==> src/rtl/vai_pkg.sv <==
// vai_pkg: shared beat width, command codes and arbiter FSM states for vai_arbiter
package vai_pkg;
  localparam int BEAT_W = 8;
  localparam logic CMD_READ = 1'b0;
  localparam logic CMD_WRITE = 1'b1;
  typedef enum logic [1:0] {IDLE, REQ, RSP} state_t;
endpackage

==> src/rtl/vai_rr_arbiter.sv <==
// vai_rr_arbiter: 2-way pick of one-hot winner from i_req; VAI_ARB_RR_EN adds last-grant pointer (i_update/i_grant) for round-robin, else requester 0 wins ties
module vai_rr_arbiter
  import vai_pkg::*;
(
  input  logic [1:0] i_req,
  output logic [1:0] o_pick
`ifdef VAI_ARB_RR_EN
  ,
  input  logic       Clk_i,
  input  logic       Reset_n_i,
  input  logic       i_update,
  input  logic [1:0] i_grant
`endif
);
`ifdef VAI_ARB_RR_EN
  logic r_last;
  always_ff @(posedge Clk_i) begin
    if (!Reset_n_i) r_last <= 1'b1;
    else if (i_update) r_last <= i_grant[1];
  end
  assign o_pick = &i_req ? (r_last ? 2'b01 : 2'b10) : i_req;
`else
  assign o_pick = i_req[0] ? 2'b01 : i_req;
`endif
endmodule

==> src/rtl/vai_arbiter.sv <==
// vai_arbiter: 2-requester transaction arbiter (M0*/M1* request+response ports, S* shared slave ports, Grant_o one-hot owner); VAI_ARB_RR_EN selects round-robin over fixed priority
module vai_arbiter
  import vai_pkg::*;
(
  input  logic              Clk_i,
  input  logic              Reset_n_i,
  input  logic [BEAT_W-1:0] M0Din_i,
  input  logic              M0DinValid_i,
  input  logic              M0DinStart_i,
  input  logic              M0DinStop_i,
  output logic              M0DinAccept_o,
  output logic [BEAT_W-1:0] M0Dout_o,
  output logic              M0DoutValid_o,
  output logic              M0DoutStart_o,
  output logic              M0DoutStop_o,
  input  logic              M0DoutAccept_i,
  input  logic [BEAT_W-1:0] M1Din_i,
  input  logic              M1DinValid_i,
  input  logic              M1DinStart_i,
  input  logic              M1DinStop_i,
  output logic              M1DinAccept_o,
  output logic [BEAT_W-1:0] M1Dout_o,
  output logic              M1DoutValid_o,
  output logic              M1DoutStart_o,
  output logic              M1DoutStop_o,
  input  logic              M1DoutAccept_i,
  output logic [BEAT_W-1:0] SDin_o,
  output logic              SDinValid_o,
  output logic              SDinStart_o,
  output logic              SDinStop_o,
  input  logic              SDinAccept_i,
  input  logic [BEAT_W-1:0] SDout_i,
  input  logic              SDoutValid_i,
  input  logic              SDoutStart_i,
  input  logic              SDoutStop_i,
  output logic              SDoutAccept_o,
  output logic [1:0]        Grant_o
);
  state_t            r_state;
  logic [1:0]        r_grant;
  logic [BEAT_W-1:0] w_din [2];
  logic [1:0]        w_vld, w_start, w_stop, w_dacc, w_cand, w_pick;
  logic              w_sel, w_idle, w_req, w_rsp, w_done;
  assign w_din[0] = M0Din_i;
  assign w_din[1] = M1Din_i;
  assign w_vld    = {M1DinValid_i, M0DinValid_i};
  assign w_start  = {M1DinStart_i, M0DinStart_i};
  assign w_stop   = {M1DinStop_i, M0DinStop_i};
  assign w_dacc   = {M1DoutAccept_i, M0DoutAccept_i};
  assign w_cand   = w_vld & w_start;
  assign w_sel    = r_grant[1];
  // state qualifiers are gated by reset so every valid/accept drops while reset is held
  assign w_idle   = Reset_n_i && r_state == IDLE;
  assign w_req    = Reset_n_i && r_state == REQ;
  assign w_rsp    = Reset_n_i && r_state == RSP;
  assign SDin_o        = w_din[w_sel];
  assign SDinValid_o   = w_req && w_vld[w_sel];
  assign SDinStart_o   = w_start[w_sel];
  assign SDinStop_o    = w_stop[w_sel];
  // in IDLE a non-start beat is swallowed; start beats wait for the grant
  assign M0DinAccept_o = w_idle ? M0DinValid_i && !M0DinStart_i : w_req && r_grant[0] && SDinAccept_i;
  assign M1DinAccept_o = w_idle ? M1DinValid_i && !M1DinStart_i : w_req && r_grant[1] && SDinAccept_i;
  assign M0Dout_o      = SDout_i;
  assign M0DoutValid_o = w_rsp && r_grant[0] && SDoutValid_i;
  assign M0DoutStart_o = SDoutStart_i;
  assign M0DoutStop_o  = SDoutStop_i;
  assign M1Dout_o      = SDout_i;
  assign M1DoutValid_o = w_rsp && r_grant[1] && SDoutValid_i;
  assign M1DoutStart_o = SDoutStart_i;
  assign M1DoutStop_o  = SDoutStop_i;
  assign SDoutAccept_o = w_rsp && w_dacc[w_sel];
  assign w_done        = SDoutValid_i && SDoutAccept_o && SDoutStop_i;
  assign Grant_o       = r_grant;
  vai_rr_arbiter u_pick (
    .i_req     (w_cand),
    .o_pick    (w_pick)
`ifdef VAI_ARB_RR_EN
    ,
    .Clk_i     (Clk_i),
    .Reset_n_i (Reset_n_i),
    .i_update  (w_done),
    .i_grant   (r_grant)
`endif
  );
  always_ff @(posedge Clk_i) begin
    if (!Reset_n_i) begin
      r_state <= IDLE;
      r_grant <= '0;
    end else begin
      case (r_state)
        IDLE: if (|w_cand) begin
          r_state <= REQ;
          r_grant <= w_pick;
        end
        REQ: if (SDinValid_o && SDinAccept_i && SDinStop_o) r_state <= RSP;
        RSP: if (w_done) begin
          r_state <= IDLE;
          r_grant <= '0;
        end
        default: begin
          r_state <= IDLE;
          r_grant <= '0;
        end
      endcase
    end
  end
endmodule

==> config.mk <==
export PLATFORM = sky130hd
export DESIGN_NAME = vai_arbiter
export DESIGN_NICKNAME = d
export VERILOG_FILES = /design/src/rtl/vai_pkg.sv /design/src/rtl/vai_rr_arbiter.sv /design/src/rtl/vai_arbiter.sv
export SDC_FILE = /design/constraint.sdc
export NUM_CORES = 1
export LEC_CHECK = 0
export CORE_MARGIN = 8
export CORE_UTILIZATION = 27
export DETAILED_ROUTE_END_ITERATION = 7
export PLACE_DENSITY = 0.85
export SETUP_SLACK_MARGIN = 0.1
export SYNTH_ARGS = -nofsm -noshare
export SYNTH_HDL_FRONTEND = slang
export SYNTH_SLANG_ARGS = --single-unit
==> constraint.sdc <==
create_clock -name Clk_i -period 3.4 [get_ports Clk_i]
set_input_delay 0.68 -clock Clk_i [delete_from_list [all_inputs] [get_ports Clk_i]]
set_output_delay 0.68 -clock Clk_i [all_outputs]
set_load 0.01 [all_outputs]
* After elaboration in Yosys (flattened, before gate mapping)
Cells that the tools add are included.
** Operators by class
- $lt $le $gt $ge :: 2
- Equal/unequal tests :: 5
- Muxes and demuxes :: 20
- Bitwise gates (word level) :: 3
- Reduce and logical (&&, ||, !) cells :: 25
** Operator list (count)
- 8-bit two-way mux :: 3
- 1-bit logical AND :: 19
- 2-bit one-hot mux with 3 select lines :: 2
- 1-bit two-way mux :: 10
- 2-bit two-way mux :: 5
- 3-bit AND reduction :: 2
- 2-bit by 1-bit inequality test with 1-bit output (second input constant) :: 2
- 2-bit AND :: 1
- 2-bit by 1-bit == test with 1-bit output (second input constant) :: 1
- 2-bit == test (second input constant) :: 1
- 2-bit >= comparator (second input constant) :: 1
- 1-bit logical NOT :: 2
- 2-bit logical NOT :: 1
- 1-bit by 2-bit < comparator with 1-bit output (second input constant) :: 1
- 2-bit inequality test (second input constant) :: 1
- 1-bit NOT with 2-bit output :: 1
- 2-bit OR reduction :: 1
- 1-bit NOT :: 1
** Word-level totals
- Bits in registers :: 4
- Input bits :: 38
- Output and inout port bits :: 38
- Word-level logic and storage cells :: 57

* Depth between registers and ports, before layout
- Word-level depth :: 7
- Gate-level depth with buffers :: 4
- Mapped depth without buffers :: 3

* By module
Synthesis repeated with hierarchy kept, for this count alone.
** Second synthesis, totals
- Cells, all modules :: 71
- Area total of the unflattened synthesis :: 618.1 um2
** Modules (own cells, without submodules)
- vai_arbiter :: instances 1, cells an instance 69, area each 596.8 um2, seq. area each 80.1 um2
- vai_rr_arbiter :: instances 1, cells an instance 2, area each 21.3 um2, seq. area each 0.0 um2

* Worst setup path after synthesis
Ideal clock, no wire load.
- Kind :: input to output
- Start :: in Reset_n_i
- End :: out SDinValid_o
- Arrival time :: 1170 ps
- Data required time :: 2720 ps
- Path slack :: 1550 ps
- Cell stages on the path :: 3
- Path buffers :: 1
- Cell sequence :: nand2b_1 buf_6 nor3b_1
** Between the ends
- Cells in the longest elaborated chain, start to end :: 2
** Ends and longest elaborated chain
- start: declaration :: line vai_arbiter.sv:6 : input logic Reset_n_i,
- 1-bit logical AND :: line vai_arbiter.sv:54 : assign w_req = Reset_n_i && r_state == REQ;
- 1-bit logical AND :: line vai_arbiter.sv:57 : assign SDinValid_o = w_req && w_vld[w_sel];
- end: declaration :: line vai_arbiter.sv:28 : output logic SDinValid_o,
No other way between the ends.

* Worst setup path after layout
Same ends and word-level chain as after synthesis.

==> impl_metrics.sql <==
INSERT INTO impl_metrics (metric_group, metric, value, unit) VALUES
('synth', 'netlist_instances', '70', ''),
('layout', 'mostFrequentLayoutCells', 'clkdlybuf4s50_1 (48), mux2_2 (10), dfxtp_1 (4), nor2_1 (4)', ''),
('setup_path', 'worstRegToRegCells', '3', ''),
('cts', 'cts_clk_pin_slew_worst_paths', '40', 'ps'),
('synth', 'syn_avg_cell_area', '8.45', 'sq um'),
('global_route', 'globalRouteOverflowTotal', '0', ''),
('drt', 'dr.pass1.iters', '3', ''),
('floorplanning', 'placement_rows', '17', ''),
('layout', 'final_util', '0.441', ''),
('floorplanning', 'placeableCoreArea', '2150', 'sq um'),
('synth', 'syn_nets', '108', ''),
('setup_path', 'worst-setup-path-type', 'in2out', ''),
('setup_path', 'path_max_fanout', '8', ''),
('cts', 'clock_insertion_delay_at_the_later_pin_of_the_skew_report', '240', 'ps'),
('setup_path', 'cp_data_required_time', '2720', 'ps'),
('floorplanning', 'die-area', '3950', 'sq um'),
('power_and_ir_drop', 'p_leak', '0.352', 'nW'),
('layout', 'drive_above_1_share', '0.165', ''),
('power_and_ir_drop', 'power-per-cell-area', '238', 'nW/um^2'),
('placement', 'global_placer_s_final_weighted_congestion', '0.790', ''),
('global_route', 'grt_pass1_wl', '3140', 'microns'),
('cts', 'cts_max_level', '1', ''),
('placement', 'detailedPlacementHpwl', '1650', 'microns'),
('sta', 'final.period_utilization', '0.843', ''),
('layout', 'num_antenna_cells', '0', ''),
('global_route', 'largest_net_degree_at_the_start_of_global_routing', '18', ''),
('synth', 'synth.distinct_cells', '28', ''),
('layout', 'mostFrequentLayoutCell', 'clkdlybuf4s50_1', ''),
('setup_path', 'r2r-start', 'Grant_o[1]', ''),
('sta', 'report.final.setup_viol', '0', ''),
('drt', 'drtIter0Drc', '7', ''),
('drt', 'remaining_drc_errors', '0', ''),
('sta', 'timing.clock.skew', '2.04', 'ps'),
('floorplanning', 'die_w', '62.8', 'microns'),
('cts', 'postCtsHoldBufs', '0', ''),
('sta', 'timing_limited_maximum_frequency', '349', 'MHz'),
('drt', 'routed_wire_length_per_instance', '15.7', 'microns'),
('cts', 'cts-resized-gates', '0', ''),
('floorplanning', 'starting_density_of_the_core', '0.275', ''),
('placement', 'pre_cts_ws', '546', 'ps'),
('synth', 'post_synth_instance_area', '592', 'sq um'),
('floorplanning', 'pin_count', '76', ''),
('drt', 'post_drt_via_cell_ratio', '4.70', ''),
('setup_path', 'endpoint_kind', 'output port', ''),
('sta', 'max_slew_margin', '0.565', ''),
('sta', 'hold_violations', '0', ''),
('synth', 'synth.ff_latch_count', '4', ''),
('setup_path', 'ff_to_ff_setup_slack', '1940', 'ps'),
('global_route', 'antenna_found_initial', '0', ''),
('min_path', 'holdPathEnd', 'Grant_o[0]', ''),
('drt', 'detailroute.via_count', '588', ''),
('setup_path', 'element_type_at_the_critical_path_start', 'input port', ''),
('sta', 'tightest_slew', '652', 'ps'),
('min_path', 'hold_path_depth', '2', ''),
('layout', 'flow.area_growth_from_synthesis', '60.3', '%'),
('cts', 'cts_tree', 'built', ''),
('sta', 'fin_tns_setup', '0', 'ps'),
('drt', 'totalWireLength', '1960', 'microns'),
('min_path', 'worst_hold_path_type', 'reg2reg', ''),
('cts', 'cts_post_setup_buffers_inserted', '0', ''),
('cts', 'clock_sink_count', '4', ''),
('global_route', 'vias_in_the_first_global_route', '654', ''),
('synth', 'seq_area_frac_synth', '0.135', ''),
('sta', 'setup_slack', '532', 'ps'),
('global_route', 'globalRouteTotalUtil', '0.0999', ''),
('sta', 'rsz0062_at_grt', 'no', ''),
('layout', 'number_of_nets_at_the_end_of_the_flow', '137', ''),
('floorplanning', 'die_y', '62.8', 'microns'),
('cts', 'clk_path_buf_depth', '2', ''),
('power_and_ir_drop', 'max-vdd-ir-drop', '0.000106', 'V'),
('placement', 'buffer_ports.inserted', '48', ''),
('run_status', 'status', 'finished clean', ''),
('sta', 'final_period_minus_worst_setup_slack', '2870', 'ps'),
('setup_path', 'cp.arrival', '2190', 'ps'),
('drt', 'antenna_violating_nets_post_route', '0', ''),
('min_path', 'hold_startpoint', 'Grant_o[0]', ''),
('synth', 'yosys_warnings', '0', ''),
('run', 'timing.max_cap.violations', '0', ''),
('setup_path', 'worst_r2r_endpoint', 'r_state[1]', ''),
('cts', 'cts_inserted_buffers', '3', ''),
('sta', 'timing.final.max_slew_violations', '0', ''),
('cts', 'clock-root-buffer', 'clkbuf_4', '');
[how the worst max path moves through the flow]
stage / end / slack [ps] / cells past startpoint / start
6_report: SDinValid_o / 530 / 4 / Reset_n_i
3_3_place_gp: SDinValid_o / 570 / 4 / Reset_n_i
5_1_grt: SDinValid_o / 470 / 4 / Reset_n_i
3_5_place_dp: SDinValid_o / 550 / 4 / Reset_n_i
2_1_floorplan: SDinValid_o / 1550 / 3 / Reset_n_i
4_1_cts: SDinValid_o / 540 / 4 / Reset_n_i
[critical path: stages]
cell	delay, ps
clkdlybuf4s50_1	500
nand2b_1	190
nor3b_1	250
clkdlybuf4s50_1	580
[layout make-up]
type	count	area (sq um)
sequential	4	80.1
multi-input combinational	40	323
timing repair buffer	48	480
tap	28	35.0
clock buffer	3	22.5
fill	211	1200
inverter	2	7.51
[cells by family after synthesis]
logic type             synth area share
buffers and inverters             0.319
multiplexers                      0.224
AND/OR/NAND/NOR                   0.192
AO/OA/AOI/OAI                     0.129
flip-flops                        0.135
[state kept, by name, indices dropped and copies added (netlist names)]
name,flops
r_state,2
Grant_o,2
[through the flow]
| stage | instance area (sq um) | hold WS [ps] | instances | total power [mW] |
|---|---|---|---|---|
| global route | 948 | 604 | 125 | 0.239 |
| detailed placement | 926 | 566 | 122 | 0.165 |
| finish | 948 | 565 | 125 | 0.226 |
| floorplan | 592 | 550 | 70 | 0.123 |
| global placement | 926 | 542 | 122 | 0.163 |
| CTS | 948 | 572 | 125 | 0.229 |
[Yosys cell counts, drive strengths merged]
cell,n,area [sq um]
or3b,1,8.76
and3b,2,18.8
nand2b,2,15.0
mux2,10,113
dfxtp,4,80.1
nand3b,1,7.51
o21a,1,7.51
a221oi,1,8.76
o31ai,1,7.51
o211ai,1,12.5
a211o,1,8.76
o21ai,2,10.0
nor3b,2,15.0
a32oi,1,8.76
inv,2,7.51
nand2,1,3.75
nor2b,1,6.26
a31oi,2,12.5
nor2,4,15.0
buf,24,181
nand3,1,5.00
mux2i,2,20.0
and3,3,18.8
[routing by layer]
metal | wire length, microns | GRT usage | share of wire | vias up
li1 | - | - | - | 280
met4 | 61 | 0.0826 | 0.031 | 0
met3 | 398 | 0.0878 | 0.20 | 6
met5 | 0 | 0 | 0 | -
met2 | 780 | 0.141 | 0.40 | 53
met1 | 722 | 0.0880 | 0.37 | 249
[report_power, final]
part | internal, mW | switching [mW] | leakage [nW]
logic | 0.0718 | 0.0333 | 0.305
clock network | 0.0397 | 0.0223 | 0.0138
registers | 0.0505 | 0.00813 | 0.0329
total | 0.162 | 0.0637 | 0.352
(Power assumes the default switching activity.)
